<file path="src/rtl/otter_intc.sv">
// OTTER interrupt controller: synchronises raw sources, latches them into PENDING,
// masks with ENABLE and exposes a CLAIM register holding the lowest-numbered active source.
module otter_intc #(
  parameter int unsigned NUM_SRC   = 8,
  parameter logic [31:0] BASE_ADDR = 32'h1100_0000
) (
  input  logic               clk,
  input  logic               rst_n,
  input  logic [NUM_SRC-1:0] irq_src,
  input  logic [31:0]        iobus_addr,
  input  logic [31:0]        iobus_out,
  input  logic               iobus_wr,
  output logic [31:0]        rd_data,
  output logic               sel,
  output logic               intrpt
);

  localparam logic [2:0] RegPending = 3'd0;
  localparam logic [2:0] RegEnable  = 3'd1;
  localparam logic [2:0] RegMode    = 3'd2;
  localparam logic [2:0] RegClaim   = 3'd3;
  localparam logic [2:0] RegSwset   = 3'd4;

  logic [NUM_SRC-1:0] s1_q, s2_q, s3_q;
  logic [NUM_SRC-1:0] pending_q, pending_d;
  logic [NUM_SRC-1:0] enable_q, enable_d;
  logic [NUM_SRC-1:0] mode_q, mode_d;
  logic               intrpt_q;

  logic [NUM_SRC-1:0] rise, src_set, sw_set, w1c_clr, claim_clr, active;
  logic [NUM_SRC-1:0] wdata;
  logic [31:0]        claim_id;
  logic               wr_en;
  logic [2:0]         reg_sel;
  logic               unused_addr;

  // Byte-lane bits carry no meaning; registers are word-addressed.
  assign unused_addr = ^iobus_addr[1:0];

  assign sel     = (iobus_addr[31:5] == BASE_ADDR[31:5]);
  assign wr_en   = iobus_wr & sel;
  assign reg_sel = iobus_addr[4:2];
  assign wdata   = iobus_out[NUM_SRC-1:0];

  assign rise    = s2_q & ~s3_q;
  assign src_set = (mode_q & rise) | (~mode_q & s2_q);
  assign active  = pending_q & enable_q;

  // Set terms are OR-ed last so a new event always beats a simultaneous clear.
  assign pending_d = src_set | sw_set | (pending_q & ~(w1c_clr | claim_clr));

  assign intrpt = intrpt_q;

  // Synchroniser chain plus history flop for rising-edge detection.
  always_ff @(posedge clk or negedge rst_n) begin
    if (!rst_n) begin
      s1_q <= '0;
      s2_q <= '0;
      s3_q <= '0;
    end else begin
      s1_q <= irq_src;
      s2_q <= s1_q;
      s3_q <= s2_q;
    end
  end

  // Architectural registers and the registered interrupt request.
  always_ff @(posedge clk or negedge rst_n) begin
    if (!rst_n) begin
      pending_q <= '0;
      enable_q  <= '0;
      mode_q    <= '0;
      intrpt_q  <= 1'b0;
    end else begin
      pending_q <= pending_d;
      enable_q  <= enable_d;
      mode_q    <= mode_d;
      intrpt_q  <= |active;
    end
  end

  // Register write decode for PENDING, ENABLE, MODE and SWSET.
  always_comb begin
    sw_set   = '0;
    w1c_clr  = '0;
    enable_d = enable_q;
    mode_d   = mode_q;
    if (wr_en) begin
      case (reg_sel)
        RegPending: w1c_clr  = wdata;
        RegEnable:  enable_d = wdata;
        RegMode:    mode_d   = wdata;
        RegSwset:   sw_set   = wdata;
        default:    ;
      endcase
    end
  end

  // CLAIM completion: value k in 1..NUM_SRC clears source k-1, anything else is ignored.
  always_comb begin
    claim_clr = '0;
    if (wr_en && (reg_sel == RegClaim)) begin
      for (int unsigned i = 0; i < NUM_SRC; i++) begin
        if (iobus_out == 32'(i + 1)) begin
          claim_clr[i] = 1'b1;
        end
      end
    end
  end

  // Fixed priority: scan downwards so the lowest active index is the last to assign.
  always_comb begin
    claim_id = '0;
    for (int i = int'(NUM_SRC) - 1; i >= 0; i--) begin
      if (active[i]) begin
        claim_id = 32'(i + 1);
      end
    end
  end

  // Read mux; anything outside the window or unmapped reads zero.
  always_comb begin
    rd_data = '0;
    if (sel) begin
      case (reg_sel)
        RegPending: rd_data = 32'(pending_q);
        RegEnable:  rd_data = 32'(enable_q);
        RegMode:    rd_data = 32'(mode_q);
        RegClaim:   rd_data = claim_id;
        default:    rd_data = '0;
      endcase
    end
  end

endmodule

</file>
<file path="config.mk">
export PLATFORM = sky130hd
export DESIGN_NAME = otter_intc
export DESIGN_NICKNAME = d
export VERILOG_FILES = /design/src/rtl/otter_intc.sv
export SDC_FILE = /design/constraint.sdc
export NUM_CORES = 1
export LEC_CHECK = 0
export BUFFER_PORTS_ARGS = -buffer_cell sky130_fd_sc_hd__buf_4
export CORE_MARGIN = 1.5
export CORE_UTILIZATION = 49
export DETAILED_ROUTE_END_ITERATION = 10
export GPL_TIMING_DRIVEN = 1
export PLACE_DENSITY = 0.81
export SLEW_MARGIN = 20
export SYNTH_ARGS = -nofsm -noshare
export SYNTH_HDL_FRONTEND = slang
export SYNTH_SLANG_ARGS = --single-unit
</file>
<file path="constraint.sdc">
create_clock -name clk -period 1.2 [get_ports clk]
set_input_delay 0.06 -clock clk [delete_from_list [all_inputs] [get_ports clk]]
set_output_delay 0.06 -clock clk [all_outputs]
set_load 0.005 [all_outputs]
</file>
==> results.ini, run 1 <==
[placed_design]
post-place-ws_ns = -0.459
post-dp-hpwl_um = 5090
portBuffers = 82
placedCellCount = 436
place_congestion = 0.882

[yosys]
netlist_instances = 250
synth_seq_cells = 49
yosys_warnings = 0
synthArstFlopShare_pct = 100
ys_seq_area_share_pct = 45.1
ys_types = 44
synth_area_per_cell_um2 = 10.9
synthesis.area_um2 = 2720
synth_edf_count = 0
ys.flop_type = dfrtp_1

[sta]
rsz0062_at_grt = yes
fin_ws_ns = -0.516
hold_ws_ns = 0.0526
setup-tns-final_ns = -9.72
setup_viol = 32
max_freq_ghz = 0.583
period_needed_ns = 1.72
slew_violations = 0
min_period_over_period_pct = 143
hold_violations = 0
finClkSkew_ns = 0.0177

[worst_setup_path]
critical_path.max_fanout = 2
crit_type = flop to output pin
critPathSlowestCell = dfrtp_1
end_kind = output pin
path_delay_family = compound AO/OA/AOI/OAI gates
path_cells = a22o_1 -> o211ai_1 -> nand3_1 -> o21a_1 -> nor2_1 -> buf_4
ff2ff_setup_slack_ns = 0.01
reg2reg_to = pending_q[0]
critPathArrivalTime_ns = 1.66
cp.required_ns = 1.14
start_kind = flop
path_buf_inv = 1
critPathMaxStageDelay_ns = 0.41
crit_cells = 6
ff2ff_path_depth = 4
regToRegStartpoint = mode_q[0]

[hold_path]
holdPathStages = 2
min_delay_worst_endpoint = mode_q[2]
min_from = iobus_out[2]
hp-class = input port to flop

[clocking]
cts_tree = built
cts_root_buf = clkbuf_8
h-tree-depth = 2
clkTransAtPathRegs_ns = 0.10
numClockSinks = 49
clk_path_buf_depth = 2
clk_latency_ns = 0.31
cts_made_buffers = 5

[run]
maxCapViolCount = 0

[drt]
drc_errors = 0
wl_per_cell_um = 16.8
drt-total-wl_um = 7800
final_antenna_net_count = 0
vias = 2519
drt_pass1_iterations = 4
viasPerCell = 5.44
drtIter0Drc = 179

[global_route]
grt_pass1_wl_um = 12300
grt_pass1_vias = 2613
grt_start_max_net_pins = 27
track_usage_pct = 26.5
antenna_found_initial = 0
grt_overflow = 0

[power]
p_leak_nw = 1.98
ir_worst_vdd_uv = 956
p_per_area_nw_per_um2 = 825

[finish]
final_cells = 463
final_layout_size_suffix_gt1_share_pct = 48.3
diodes = 0
layout.nets = 467
area_growth_pct = 53.0
final_util_pct = 79.5

[floorplan]
die_w_um = 77.5
start_util_pct = 52.0
fp.coreArea_um2 = 5240
rows = 26
die_h_um = 77.5
io_pins = 109
die_area_um2 = 6010

[outcome]
status = finished with violations
violations = setup timing

## final cells by class
type | instances | area, µm²
Clock buffer | 5 | 68.8
Clock inverter | 3 | 43.8
Fill cell | 302 | 1070
Inverter | 9 | 33.8
Multi-Input combinational cell | 185 | 1510
Sequential cell | 49 | 1230
Tap cell | 70 | 87.6
Timing Repair Buffer | 142 | 1200
## Yosys cell counts (2+ instances only)
master | count | area share [%]
dfrtp_1 | 49 | 45
buf_4 | 24 | 6.6
nor2_1 | 19 | 2.6
mux2_4 | 16 | 8.8
a21oi_1 | 14 | 2.6
nor4_1 | 14 | 3.2
nand2_1 | 11 | 1.5
inv_1 | 9 | 1.2
a21boi_0 | 8 | 2.2
mux2i_1 | 7 | 2.6
nand3_1 | 7 | 1.3
a2bb2oi_1 | 5 | 1.6
o21ai_0 | 5 | 0.92
a22oi_1 | 4 | 1.1
nor2b_1 | 4 | 0.92
nor4_4 | 4 | 3.1
a211o_1 | 3 | 0.97
a211oi_1 | 3 | 0.83
buf_2 | 3 | 0.55
clkbuf_1 | 3 | 0.41
nor4b_1 | 3 | 0.97
o21ai_1 | 3 | 0.55
a31oi_1 | 2 | 0.46
and3_1 | 2 | 0.46
nand2_4 | 2 | 0.83
nand2b_1 | 2 | 0.46
nand3b_1 | 2 | 0.55
nand4_1 | 2 | 0.46
nor3_1 | 2 | 0.37
nor4b_4 | 2 | 1.7
o22a_1 | 2 | 0.64
or3_1 | 2 | 0.46
## flip-flops by register name, indices dropped and copies added (netlist names)
| register | count |
|---|---|
| enable_q | 8 |
| intrpt | 1 |
| mode_q | 8 |
| pending_q | 8 |
| s1_q | 8 |
| s2_q | 8 |
| s3_q | 8 |
## power breakdown
part | switching (mW) | leakage [nW] | internal, mW
Sequential | 0.0127 | 0.587 | 1.69
Combinational | 0.260 | 1.33 | 0.301
Clock | 0.547 | 0.0585 | 0.625
## cell families after synthesis
family,Yosys count,synth area share [%]
and+or+nand+nor,83,20.9
AOI/OAI and AO/OA,55,13.7
DFF,49,45.1
buffers and inverters,39,8.83
muxes,23,11.4
other,1,0.138
## routing by layer
metal | up-vias | track usage [%] | part of all wire (%)
li1 | 1152 | - | -
met1 | 1232 | 30.9 | 39
met2 | 114 | 47.4 | 52
met3 | 21 | 4.59 | 5.8
met4 | 0 | 11.8 | 3.2
met5 | - | 0 | 0
## metrics by stage
step / cell area (µm²) / power (mW)
6_report: 4160 / 3.44
5_1_grt: 4160 / 3.58
4_1_cts: 4080 / 3.43
3_5_place_dp: 3660 / 2.21
3_3_place_gp: 3660 / 2.20
2_1_floorplan: 2830 / 1.93
## how the worst max path moves through the flow
stage / from / end / slack, ns
3_5_place_dp: iobus_addr[26] / pending_q[7] / -0.46
6_report: pending_q[4] / rd_data[1] / -0.52
5_1_grt: pending_q[4] / rd_data[1] / -0.57
4_1_cts: pending_q[5] / rd_data[3] / -0.48
2_1_floorplan: iobus_addr[15] / enable_q[1] / -0.28
3_3_place_gp: iobus_addr[15] / mode_q[3] / -0.43
## layout by cell type, fill, tap and decap left out, drive strengths merged, types with 3 or more instances in the layout
master and count:
a211o 3, a211oi 3, a21boi 8, a21oi 14
a22oi 4, a2bb2oi 5, buf 133, clkbuf 5
conb 24, dfrtp 49, dlygate4sd3 9, inv 10
mux2 16, mux2i 7, nand2 13, nand3 7
nand4 3, nor2 19, nor2b 4, nor4 18
nor4b 5, o21ai 8
## what timing repair did
item,4_1_cts,5_1_grt
hold endpoints to repair,57,0
pin swaps,21,1
hold buffers,9,0
setup buffers,9,3
setup endpoints to repair,34,33
gates resized for setup,36,16
(Power assumes the default switching activity.)
==> run 2, diff against run 1 <==
--- a/config.mk
+++ b/config.mk
@@ -11,6 +11,7 @@
 export DETAILED_ROUTE_END_ITERATION = 10
 export GPL_TIMING_DRIVEN = 1
 export PLACE_DENSITY = 0.81
+export RECOVER_POWER = 50
 export SLEW_MARGIN = 20
 export SYNTH_ARGS = -nofsm -noshare
 export SYNTH_HDL_FRONTEND = slang
==> run 2 against run 1 <==
Effect of this change: the run still ends with setup timing left; register-to-register slack about the same; non-clock buffer count unchanged; clock skew about the same; die area unchanged; sequential power about the same; flip-flop and latch count unchanged; via count decreased by 0.52%; critical endpoint unchanged; largest power group unchanged.
==> results.ini, run 2 (synthesized netlist as in run 1, its figures left out) <==
[floorplan]
die_w_um = 77.5  ; unchanged
io_pins = 109  ; unchanged
die_h_um = 77.5  ; unchanged
die_area_um2 = 6010  ; unchanged
fp.coreArea_um2 = 5240  ; unchanged
start_util_pct = 52.0  ; unchanged
rows = 26  ; unchanged

[worst_setup_path]
path_delay_family = compound AO/OA/AOI/OAI gates
path_cells = a22o_1 -> o211ai_1 -> nand3_1 -> o21a_1 -> nor2_1 -> buf_4
ff2ff_path_depth = 4  ; unchanged
path_buf_inv = 1  ; unchanged
critPathArrivalTime_ns = 1.64  ; -0.02 ns
critical_path.max_fanout = 2  ; unchanged
start_kind = flop
ff2ff_setup_slack_ns = 0.01  ; about the same
cp.required_ns = 1.14  ; about the same
crit_type = flop to output pin
end_kind = output pin
critPathSlowestCell = dfrtp_1
regToRegStartpoint = mode_q[0]
critPathMaxStageDelay_ns = 0.41  ; about the same
reg2reg_to = pending_q[0]

[sta]
slew_violations = 0  ; unchanged
rsz0062_at_grt = yes
max_freq_ghz = 0.588  ; +0.93%
setup-tns-final_ns = -9.80  ; -0.0765 ns
finClkSkew_ns = 0.0172  ; -0.000497 ns
hold_violations = 0  ; unchanged
setup_viol = 32  ; unchanged
period_needed_ns = 1.70  ; -0.0158 ns
min_period_over_period_pct = 142  ; -1.3 points
tightest_slew_ns = 0.641
maxSlewHeadroom_pct = 57.2
fin_ws_ns = -0.500  ; +0.0158 ns

[global_route]
grt_pass1_vias = 2613  ; unchanged
grt_overflow = 0  ; unchanged
antenna_found_initial = 0  ; unchanged
grt_pass1_wl_um = 12300  ; unchanged
grt_start_max_net_pins = 27  ; unchanged
track_usage_pct = 26.5  ; unchanged

[hold_path]
min_from = iobus_out[2]
min_delay_worst_endpoint = mode_q[2]
holdPathStages = 2  ; unchanged
hp-class = input port to flop

[clocking]
clk_path_buf_depth = 2  ; unchanged
numClockSinks = 49  ; unchanged
cts_made_buffers = 5  ; unchanged
clkTransAtPathRegs_ns = 0.10  ; about the same
cts_root_buf = clkbuf_8
cts_tree = built
h-tree-depth = 2  ; unchanged
clk_latency_ns = 0.31  ; about the same

[run]
maxCapViolCount = 0  ; unchanged

[finish]
layout.nets = 467  ; unchanged
fill_cells = 303  ; +0.33%
final_cells = 463  ; unchanged
diodes = 0  ; unchanged
final_layout_size_suffix_gt1_share_pct = 48.3  ; unchanged
area_growth_pct = 52.9  ; about the same
final_common_cell = buf_4
layout_common_cells = buf_4, dfrtp_1, conb_1

[outcome]
violations = setup timing
status = finished with violations

[placed_design]
portBuffers = 82  ; unchanged
place_congestion = 0.882  ; unchanged
post-dp-hpwl_um = 5090  ; unchanged
post-place-ws_ns = -0.459  ; unchanged
placedCellCount = 436  ; unchanged

[power]
p_per_area_nw_per_um2 = 824  ; -0.16%
p_leak_nw = 1.98  ; -0.12%
power.total_mw = 3.43  ; -0.22%
ir_worst_vdd_uv = 954  ; -0.22%

[drt]
wl_per_cell_um = 16.8  ; unchanged
drc_errors = 0  ; unchanged
viasPerCell = 5.41  ; -0.52%
final_antenna_net_count = 0  ; unchanged
vias = 2506  ; -0.52%
drtIter0Drc = 168  ; -6.1%
drt_pass1_iterations = 4  ; unchanged
drt-total-wl_um = 7800  ; unchanged

==> run 2: worst max-delay path by stage <==
stage | startpoint | endpoint | slack (ns) | depth (start not counted)
4_1_cts | pending_q[5] | rd_data[3] | -0.48 | 6
3_5_place_dp | iobus_addr[26] | pending_q[7] | -0.46 | 6
5_1_grt | pending_q[4] | rd_data[1] | -0.57 | 6
3_3_place_gp | iobus_addr[15] | mode_q[3] | -0.43 | 6
6_report | pending_q[4] | rd_data[1] | -0.50 | 6
2_1_floorplan | iobus_addr[15] | enable_q[1] | -0.28 | 4
==> run 2: final cells by class <==
type	count	area [µm²]	share of cell area, %
clock buffers	5	68.8	1.65
multi-input cells	185	1510	36.2
well taps	70	87.6	2.10
inverters	9	33.8	0.812
clock inverters	3	43.8	1.05
repair buffers	142	1190	28.7
flip-flops and latches	49	1230	29.5
==> run 2: metrics by stage <==
stage,util [%],instance area (µm²),hold slack (ns)
final,79.5,4160,0.0506
after detailed placement,69.8,3660,-0.0107
after global placement,69.8,3660,-0.0126
after floorplan,-,2830,-0.236
after CTS,77.9,4080,0.0400
after global routing,79.5,4160,0.0466
==> run 2: repair_timing <==
item / 4_1_cts / 5_1_grt
hold buffers: 9 / 0
setup buffers: 9 / 3
resized for setup: 36 / 16
pin swaps: 21 / 1
endpoints found under the hold margin: 57 / 0
endpoints found under the setup margin: 34 / 33
==> run 2: where the power goes <==
group / total [mW] / internal, mW / switching [mW]
sequential: 1.70 / 1.69 / 0.0126
combinational: 0.557 / 0.298 / 0.259
clock: 1.17 / 0.625 / 0.544
==> run 2: worst register-to-register path, cell delays in order, from the launching register on <==
cell       delay (ns)
dfrtp_1          0.39
buf_4            0.14
a21boi_0         0.32
a21o_1           0.15
a2bb2oi_2        0.13
==> run 2: per-layer routing <==
layer	up-vias	routed length, µm	global-route usage, %
li1	1151	-	-
met1	1226	3010	30.9
met2	110	4090	47.4
met3	19	477	4.59
met4	0	223	11.8
met5	-	0	0
